<file path="config.mk">
export PLATFORM = sky130hd
export DESIGN_NAME = sample_fifo
export DESIGN_NICKNAME = d
export VERILOG_FILES = /design/src/rtl/sample_fifo.sv
export SDC_FILE = /design/constraint.sdc
export NUM_CORES = 1
export LEC_CHECK = 0
export CAP_MARGIN = 20
export CORE_ASPECT_RATIO = 0.5
export CORE_MARGIN = 2
export CORE_UTILIZATION = 50
export DETAILED_ROUTE_END_ITERATION = 8
export GPL_ROUTABILITY_DRIVEN = 0
export PLACE_DENSITY = 0.7
export SYNTH_ARGS = -nofsm -noshare
export SYNTH_HDL_FRONTEND = slang
export SYNTH_SLANG_ARGS = --single-unit
export TNS_END_PERCENT = 100
</file>
<file path="constraint.sdc">
create_clock -name ck -period 3.5 [get_ports ck]
set_input_delay 0.7 -clock ck [delete_from_list [all_inputs] [get_ports ck]]
set_output_delay 0.7 -clock ck [all_outputs]
set_load 0.01 [all_outputs]
</file>
<file path="src/rtl/sample_fifo.sv">
// sample_fifo
//   CPU-written transmit FIFO feeding the DSP pipeline over a valid/ready
//   stream. The bus decoder supplies one-cycle we/re strobes. Four 32-bit
//   registers are decoded on addr[3:2]:
//     0 DATA    write pushes wdata[WIDTH-1:0]; read returns 0
//     1 STATUS  [7:0] level, [8] empty, [9] full, [10] overflow, [11] underrun
//               (bits 10/11 sticky, write-1-to-clear)
//     2 CONTROL [0] en (r/w), [1] clr (write-only pulse)
//     3 THRESH  [LW-1:0] refill threshold
//
// Ports
//   ck       system clock, rising edge
//   rst_n    asynchronous active-low reset
//   we, re   single-cycle write/read strobes (we wins if both are high)
//   addr     byte offset, only [3:2] decoded
//   wdata    CPU write data
//   rdata    registered read data, valid the cycle after re
//   s_valid  head sample valid toward the DSP
//   s_ready  DSP accepts the head sample
//   s_data   head sample, 0 when empty
//   irq      registered refill request: en && level <= THRESH
module sample_fifo #(
    parameter int WIDTH = 16,
    parameter int DEPTH = 16
) (
    input  logic              ck,
    input  logic              rst_n,
    input  logic              we,
    input  logic              re,
    input  logic [3:0]        addr,
    input  logic [31:0]       wdata,
    output logic [31:0]       rdata,
    output logic              s_valid,
    input  logic              s_ready,
    output logic [WIDTH-1:0]  s_data,
    output logic              irq
);

    localparam int AW = $clog2(DEPTH);
    localparam int LW = AW + 1;

    logic [WIDTH-1:0] mem [DEPTH];
    logic [AW-1:0]    wptr;
    logic [AW-1:0]    rptr;
    logic [LW-1:0]    level;
    logic [LW-1:0]    thresh;
    logic             en;
    logic             ovf;
    logic             unf;

    logic [1:0]       reg_sel;
    logic             wr_data;
    logic             wr_status;
    logic             wr_ctrl;
    logic             wr_thresh;
    logic             rd;
    logic             full;
    logic             empty;
    logic             push;
    logic             pop;
    logic             clr;
    logic [31:0]      rd_word;

    // Bits of the bus that no register field consumes.
    logic             unused_bits;
    assign unused_bits = ^{addr[1:0], wdata};

    assign reg_sel   = addr[3:2];
    assign wr_data   = we && (reg_sel == 2'd0);
    assign wr_status = we && (reg_sel == 2'd1);
    assign wr_ctrl   = we && (reg_sel == 2'd2);
    assign wr_thresh = we && (reg_sel == 2'd3);
    // A read strobe colliding with a write strobe is dropped.
    assign rd        = re && !we;

    assign full  = (level == LW'(DEPTH));
    assign empty = (level == '0);

    // Fullness is judged on the start-of-cycle level, so a same-cycle pop
    // never makes room for a push.
    assign push = wr_data && !full;
    assign pop  = s_valid && s_ready;
    assign clr  = wr_ctrl && wdata[1];

    assign s_valid = en && !empty;
    assign s_data  = empty ? '0 : mem[rptr];

    always_comb begin
        rd_word = '0;
        case (reg_sel)
            2'd1: begin
                rd_word[7:0] = 8'(level);
                rd_word[8]   = empty;
                rd_word[9]   = full;
                rd_word[10]  = ovf;
                rd_word[11]  = unf;
            end
            2'd2: rd_word[0] = en;
            2'd3: rd_word[LW-1:0] = thresh;
            default: rd_word = '0;
        endcase
    end

    // Sample storage carries no reset; s_data is masked while empty.
    always_ff @(posedge ck) begin
        if (push) begin
            mem[wptr] <= wdata[WIDTH-1:0];
        end
    end

    always_ff @(posedge ck or negedge rst_n) begin
        if (!rst_n) begin
            wptr   <= '0;
            rptr   <= '0;
            level  <= '0;
            thresh <= '0;
            en     <= 1'b0;
            ovf    <= 1'b0;
            unf    <= 1'b0;
            irq    <= 1'b0;
            rdata  <= '0;
        end else begin
            // clr discards any pop happening in the same cycle.
            if (clr) begin
                wptr  <= '0;
                rptr  <= '0;
                level <= '0;
            end else begin
                if (push) begin
                    wptr <= wptr + AW'(1);
                end
                if (pop) begin
                    rptr <= rptr + AW'(1);
                end
                case ({push, pop})
                    2'b10:   level <= level + LW'(1);
                    2'b01:   level <= level - LW'(1);
                    default: level <= level;
                endcase
            end

            if (wr_ctrl) begin
                en <= wdata[0];
            end
            if (wr_thresh) begin
                thresh <= wdata[LW-1:0];
            end

            // A new event in the same cycle as its clear keeps the flag set.
            if (wr_status && wdata[10]) begin
                ovf <= 1'b0;
            end
            if (wr_data && full) begin
                ovf <= 1'b1;
            end
            if (wr_status && wdata[11]) begin
                unf <= 1'b0;
            end
            if (en && s_ready && empty) begin
                unf <= 1'b1;
            end

            irq <= en && (level <= thresh);

            if (rd) begin
                rdata <= rd_word;
            end
        end
    end

endmodule

</file>
Word level (Yosys, flattened, before mapping)
Memory sizes are Yosys's and may differ from the RTL's.
Index checks and enable logic that the tools add are counted.
{ "classes": {"order_cmp": 1, "n_eq_ne": 6, "n_addsub": 4, "reduce_logical": 25, "muxes": 16} }
{ "op_table": {"columns": ["cell", "count"], "rows": [
  ["2-to-1 mux 16 bit", 1],
  ["2-to-1 mux 4 bit", 4],
  ["logical AND 1 bit", 15],
  ["case mux 5 bit (2 select lines)", 1],
  ["adder 4 x 1 -> 4 bit, second input constant", 2],
  ["case mux 4 bit (2 select lines)", 1],
  ["nonzero test 2 bit", 4],
  ["2-to-1 mux 7 bit", 1],
  ["equality test 2 bit, second input constant", 3],
  ["2-to-1 mux 1 bit", 6],
  ["adder 5 x 1 -> 5 bit, second input constant", 1],
  ["equality test 5 bit, second input constant", 1],
  ["less-or-equal comparator 5 bit", 1],
  ["logical NOT 5 bit", 1],
  ["2-to-1 mux 5 bit", 1],
  ["subtractor 5 x 1 -> 5 bit, second input constant", 1],
  ["equality test 2 x 1 -> 1 bit, second input constant", 2],
  ["logical NOT 1 bit", 3],
  ["case mux 1 bit (3 select lines)", 1],
  ["nonzero test 3 bit", 1],
  ["logical NOT 2 bit", 1]
]} }
{ "word_totals": {"inputBits": 41, "elab_cells": 62, "register_bits": 34, "ramBits": 256, "out_inout_bits": 50, "mem_count": 1} }
{ "mem_list": {"columns": ["name", "depth", "word_bits", "rd", "rd_ports_with_merged_regs", "write_ports", "line", "text"], "rows": [
  ["mem", 16, 16, 1, 0, 1, "42", "logic [WIDTH-1:0] mem [DEPTH];"]
]} }

Logic depth before layout (Yosys ltp)
{ "logic_depth": {"word_depth": 7, "ltp_mapped": 11, "mapped_depth_nobuf": 9} }

Least setup slack after synthesis
Ideal clock, no wire load.
{ "synth_path": {"path_type": "input -> register", "start": "input addr[2]", "end": "register level[4]", "setup_ns": 0.124, "path_buffers": 1, "arrival_ns": 2.851, "slack_ns": 0.525, "t_required_ns": 3.376, "path_stages": 10, "cell_sequence": "nor3b_1 > a21boi_2 > buf_2 > nor2_1 > xor2_1 > ha_1 > or4_1 > a211oi_1 > o21ai_1 > nor3b_1"} }
{ "synth_via": {"elab_chain_len": 6, "word_cells_on_any_way": 11, "cone_classes": "eq/ne: 3; mux: 2; reduce/logical: 6"} }
{ "synth_lines": {"columns": ["item", "line", "text"], "rows": [
  ["start: declaration", "30", "input logic [3:0] addr,"],
  ["logical NOT 2 bit", "69", "assign wr_data = we && (reg_sel == 2'd0);"],
  ["logical AND 1 bit", "69", null],
  ["logical AND 1 bit", "81", "assign push = wr_data && !full;"],
  ["equality test 2 x 1 -> 1 bit or equality test 2 bit (tied branches)", "135", "case ({push, pop})"],
  ["case mux 5 bit (2 select lines)", "135", null],
  ["2-to-1 mux 5 bit", "124", "if (clr) begin"],
  ["end signal: assignment", "136", "2'b10: level <= level + LW'(1);"],
  ["end signal: assignment", "137", "2'b01: level <= level - LW'(1);"],
  ["end signal: assignment", "138", "default: level <= level;"],
  ["end: declaration", "45", "logic [LW-1:0] level;"]
]} }
Several ways; a longest one is shown, not always the timed one.
A chain may end at the register's enable or synchronous reset.

Worst setup path in the final report
{ "layout_path": {"start": "register rptr[0]", "end": "output s_data[2]"} }
{ "layout_via": {"elab_chain_len": 2} }
{ "layout_lines": {"columns": ["item", "line", "text"], "rows": [
  ["start: declaration", "44", "logic [AW-1:0] rptr;"],
  ["start signal: assignment", "133", "rptr <= rptr + AW'(1);"],
  ["memory read (16 x 16 bit)", null, null],
  ["2-to-1 mux 16 bit", "86", "assign s_data = empty ? '0 : mem[rptr];"],
  ["end: declaration", "35", "output logic [WIDTH-1:0] s_data,"]
]} }
No other way between the ends.

==> summary.md <==
| Metric | Value |
|---|---|
| Final Max Slew Viols | `0` |
| Row cnt | `39` |
| TritonCTS clock tree | `done` |
| Initial DRT Pass Iterations | `7` |
| Clock buffer depth | `3` |
| Vias in the first global route | `5780` |
| Most common cell after layout, fill and taps aside | `edfxtp_1` |
| Cell taking the most area after synthesis | `edfxtp_1` |
| GR Util All Layers | `19.09%` |
| Vias per inst | `5.739` |
| CP arrival | `2.74 ns` |
| Starting density of the core | `51.45%` |
| Layout cell share with drive strength beyond 1 | `25.47%` |
| Type of origin of the critical path | `register` |
| Fmax achieved | `0.2910 GHz` |
| DRC | `7` |
| Final Hold Fails | `0` |
| Number of synthesized flops with an enable pin | `256` |
| Register area share after synthesis | `71.42%` |
| Max VDD drop | `337.1 uV` |
| Total CTS buffers | `25` |
| Hold WC Path Type | `register to register` |
| Sinks on Clock Net | `287` |
| Initial antenna violation count | `0` |
| Drt wl/cell | `23.38 um` |
| Total number of vias | `5750` |
| Yosys top cell area share | `64.87%` |
| Cell total after placement | `947` |
| Input/output buffers | `49` |
| Clock slew at reported path FFs | `0.07 ns` |
| Area of the multi-input gates | `3037 um^2` |
| Setup-failing EPs final | `0` |
| Clk_skew | `0.007811 ns` |
| Max-cap viol count | `0` |
| Synthesis-to-finish area growth | `15.31%` |
| Distinct cells, synth | `53` |
| FILL cells | `1645` |
| Syn_area_per_cell | `20.47 um^2` |
| Setup crit end kind | `output port` |
| DIE HEIGHT | `112.9 um` |
| # hold bufs at CTS | `0` |
| Required @ worst endpoint | `2.80 ns` |
| CORE AREA | `23030 um^2` |
| Min Tclk post-route | `3.436 ns` |
| I/O pin total | `91` |
| Routed Antenna Nets | `0` |
| Die ar. | `25020 um^2` |
| # H-tree levels | `1` |
| Largest net degree at the start of global routing | `30` |
| Layout Cells excl Fill | `1002` |
| Synth warn | `0` |
| Leakage | `4.671 nW` |
| NumNets Final | `729` |
| FF+latch count, synth | `287` |
| Post-DP HPWL | `13.44 mm` |
| Largest cells by area after synthesis | `edfxtp_1 65%, mux4_2 13%, dfrtp_1 6.5%, mux4_1 2.9%, buf_4 1.7%` |
| Rel. slew slack | `50.48%` |
| Ys flop type | `edfxtp_1` |
| Placement Setup Slack | `0.1876 ns` |
| Finished Core Util | `59.33%` |
| Synth async-reset ratio | `10.80%` |
| Detailed-route wire length | `23.43 mm` |
| Syn Inst Count | `579` |
| Total congestion overflow | `0` |
| Skew-Pair Late Insertion Delay | `0.52 ns` |
| Clock Tree Root | `clkbuf_16` |
| Failing checks | `design-rule violations` |
| Worst Tran Pin Value | `0.7405 ns` |
| Pwr Density | `710.0 nW/um^2` |
| Die Width | `221.7 um` |
| Final total power | `0.009701 W` |
| CP Class | `register to output port` |
| First-pass GRT wire length | `35.40 mm` |
| Worst Slack Setup Final | `0.06365 ns` |
| # diodes | `0` |
| Final Cycle Share | `98.18%` |
| Critical path fanouts, max | `7` |
| Most frequent cells in the layout | `256 x edfxtp_1, 74 x mux4_2, 37 x buf_4` |
| Mapped Area | `11850 um^2` |
| Register area | `8471 um^2` |
| Final TNS setup | `0 ns` |
| Status | `finished with violations` |
| Initial detailed-routing violation count | `614` |
==> critical path: stages (launching register included) <==
cell and delay [ns]:
dfrtp_4 0.44, buf_6 0.16, mux4_2 0.52, mux4_2 0.47, nor2b_1 0.14, clkdlybuf4s50_1 0.48
==> per-layer routing <==
metal / global-route usage, % / share of wire, % / up-vias
li1: - / - / 2504
met5: 0 / 0 / -
met4: 4.099 / 1.6 / 0
met2: 29.96 / 46 / 243
met3: 3.246 / 7.8 / 29
met1: 28.71 / 44 / 2974
==> repair_timing <==
item	in CTS	in global routing
setup buffers	5	5
setup endpoints to repair	16	5
gates cloned	1	0
resized for setup	26	9
==> through the flow <==
step	hold WS [ns]	area, um^2
after CTS	0.4959	13640
after global placement	0.4768	12810
after global routing	0.5289	13660
after detailed placement	0.4826	12810
after floorplan	0.4044	11930
final	0.4996	13660
==> cell usage after synthesis (all sizes together) (3+ instances only) <==
| cell | count |
|---|---|
| o21ai | 10 |
| xor2 | 5 |
| mux2 | 6 |
| nor2b | 19 |
| buf | 40 |
| nor2 | 17 |
| nand3 | 3 |
| dfrtp | 31 |
| and2 | 14 |
| and3 | 4 |
| mux4 | 80 |
| ha | 11 |
| edfxtp | 256 |
| a22o | 3 |
| nand2 | 11 |
| mux2i | 7 |
| inv | 9 |
| xnor2 | 3 |
| clkbuf | 10 |
| a31oi | 3 |
| nor3 | 4 |
| nor3b | 4 |
| and4 | 4 |
==> final cells by class <==
| cell class | count | share of cell area [%] |
|---|---|---|
| timing repair buffer | 99 | 7.307 |
| inverter | 9 | 0.2472 |
| multi-input combinational | 255 | 22.22 |
| sequential | 287 | 61.99 |
| clock buffer | 36 | 5.100 |
| tap | 307 | 2.811 |
| clock inverter | 9 | 0.3205 |
==> final timing paths <==
| check | end | slack [ns] | from | depth (start not counted) |
|---|---|---|---|---|
| worst max-delay path | s_data[2] | 0.06 | rptr[0] | 5 |
| worst min-delay path | rdata[4] | 0.50 | rdata[4] | 2 |
| worst max register to register | level[4] | 0.69 | level[2] | 9 |
| worst min register to register | rdata[4] | 0.50 | rdata[4] | 2 |
| max in group asynchronous | thresh[3] | 2.17 | rst_n | 2 |
| min in group asynchronous | level[1] | 0.62 | rst_n | 1 |
==> state kept, by name (all words and copies together) (netlist names) <==
register / count
wptr: 4
irq: 1
rptr: 4
en: 1
level: 5
unf: 1
thresh: 5
rdata: 9
ovf: 1
mem: 256
==> cell families after synthesis <==
kind of cell,after synthesis,synth area share (%)
flops,287,71.42
mux,93,16.78
simple gates,92,4.889
buf+inv,59,3.431
compound gates,28,1.700
fa+ha+maj,11,1.161
xor+xnor,8,0.5913
other cells,1,0.03165
==> power breakdown <==
group | internal [W] | switching [W]
Combinational | 0.00175 | 0.00134
Clock | 0.00138 | 0.00115
Sequential | 0.00391 | 0.000165
Total | 0.00704 | 0.00266
(Power assumes the default switching activity.)
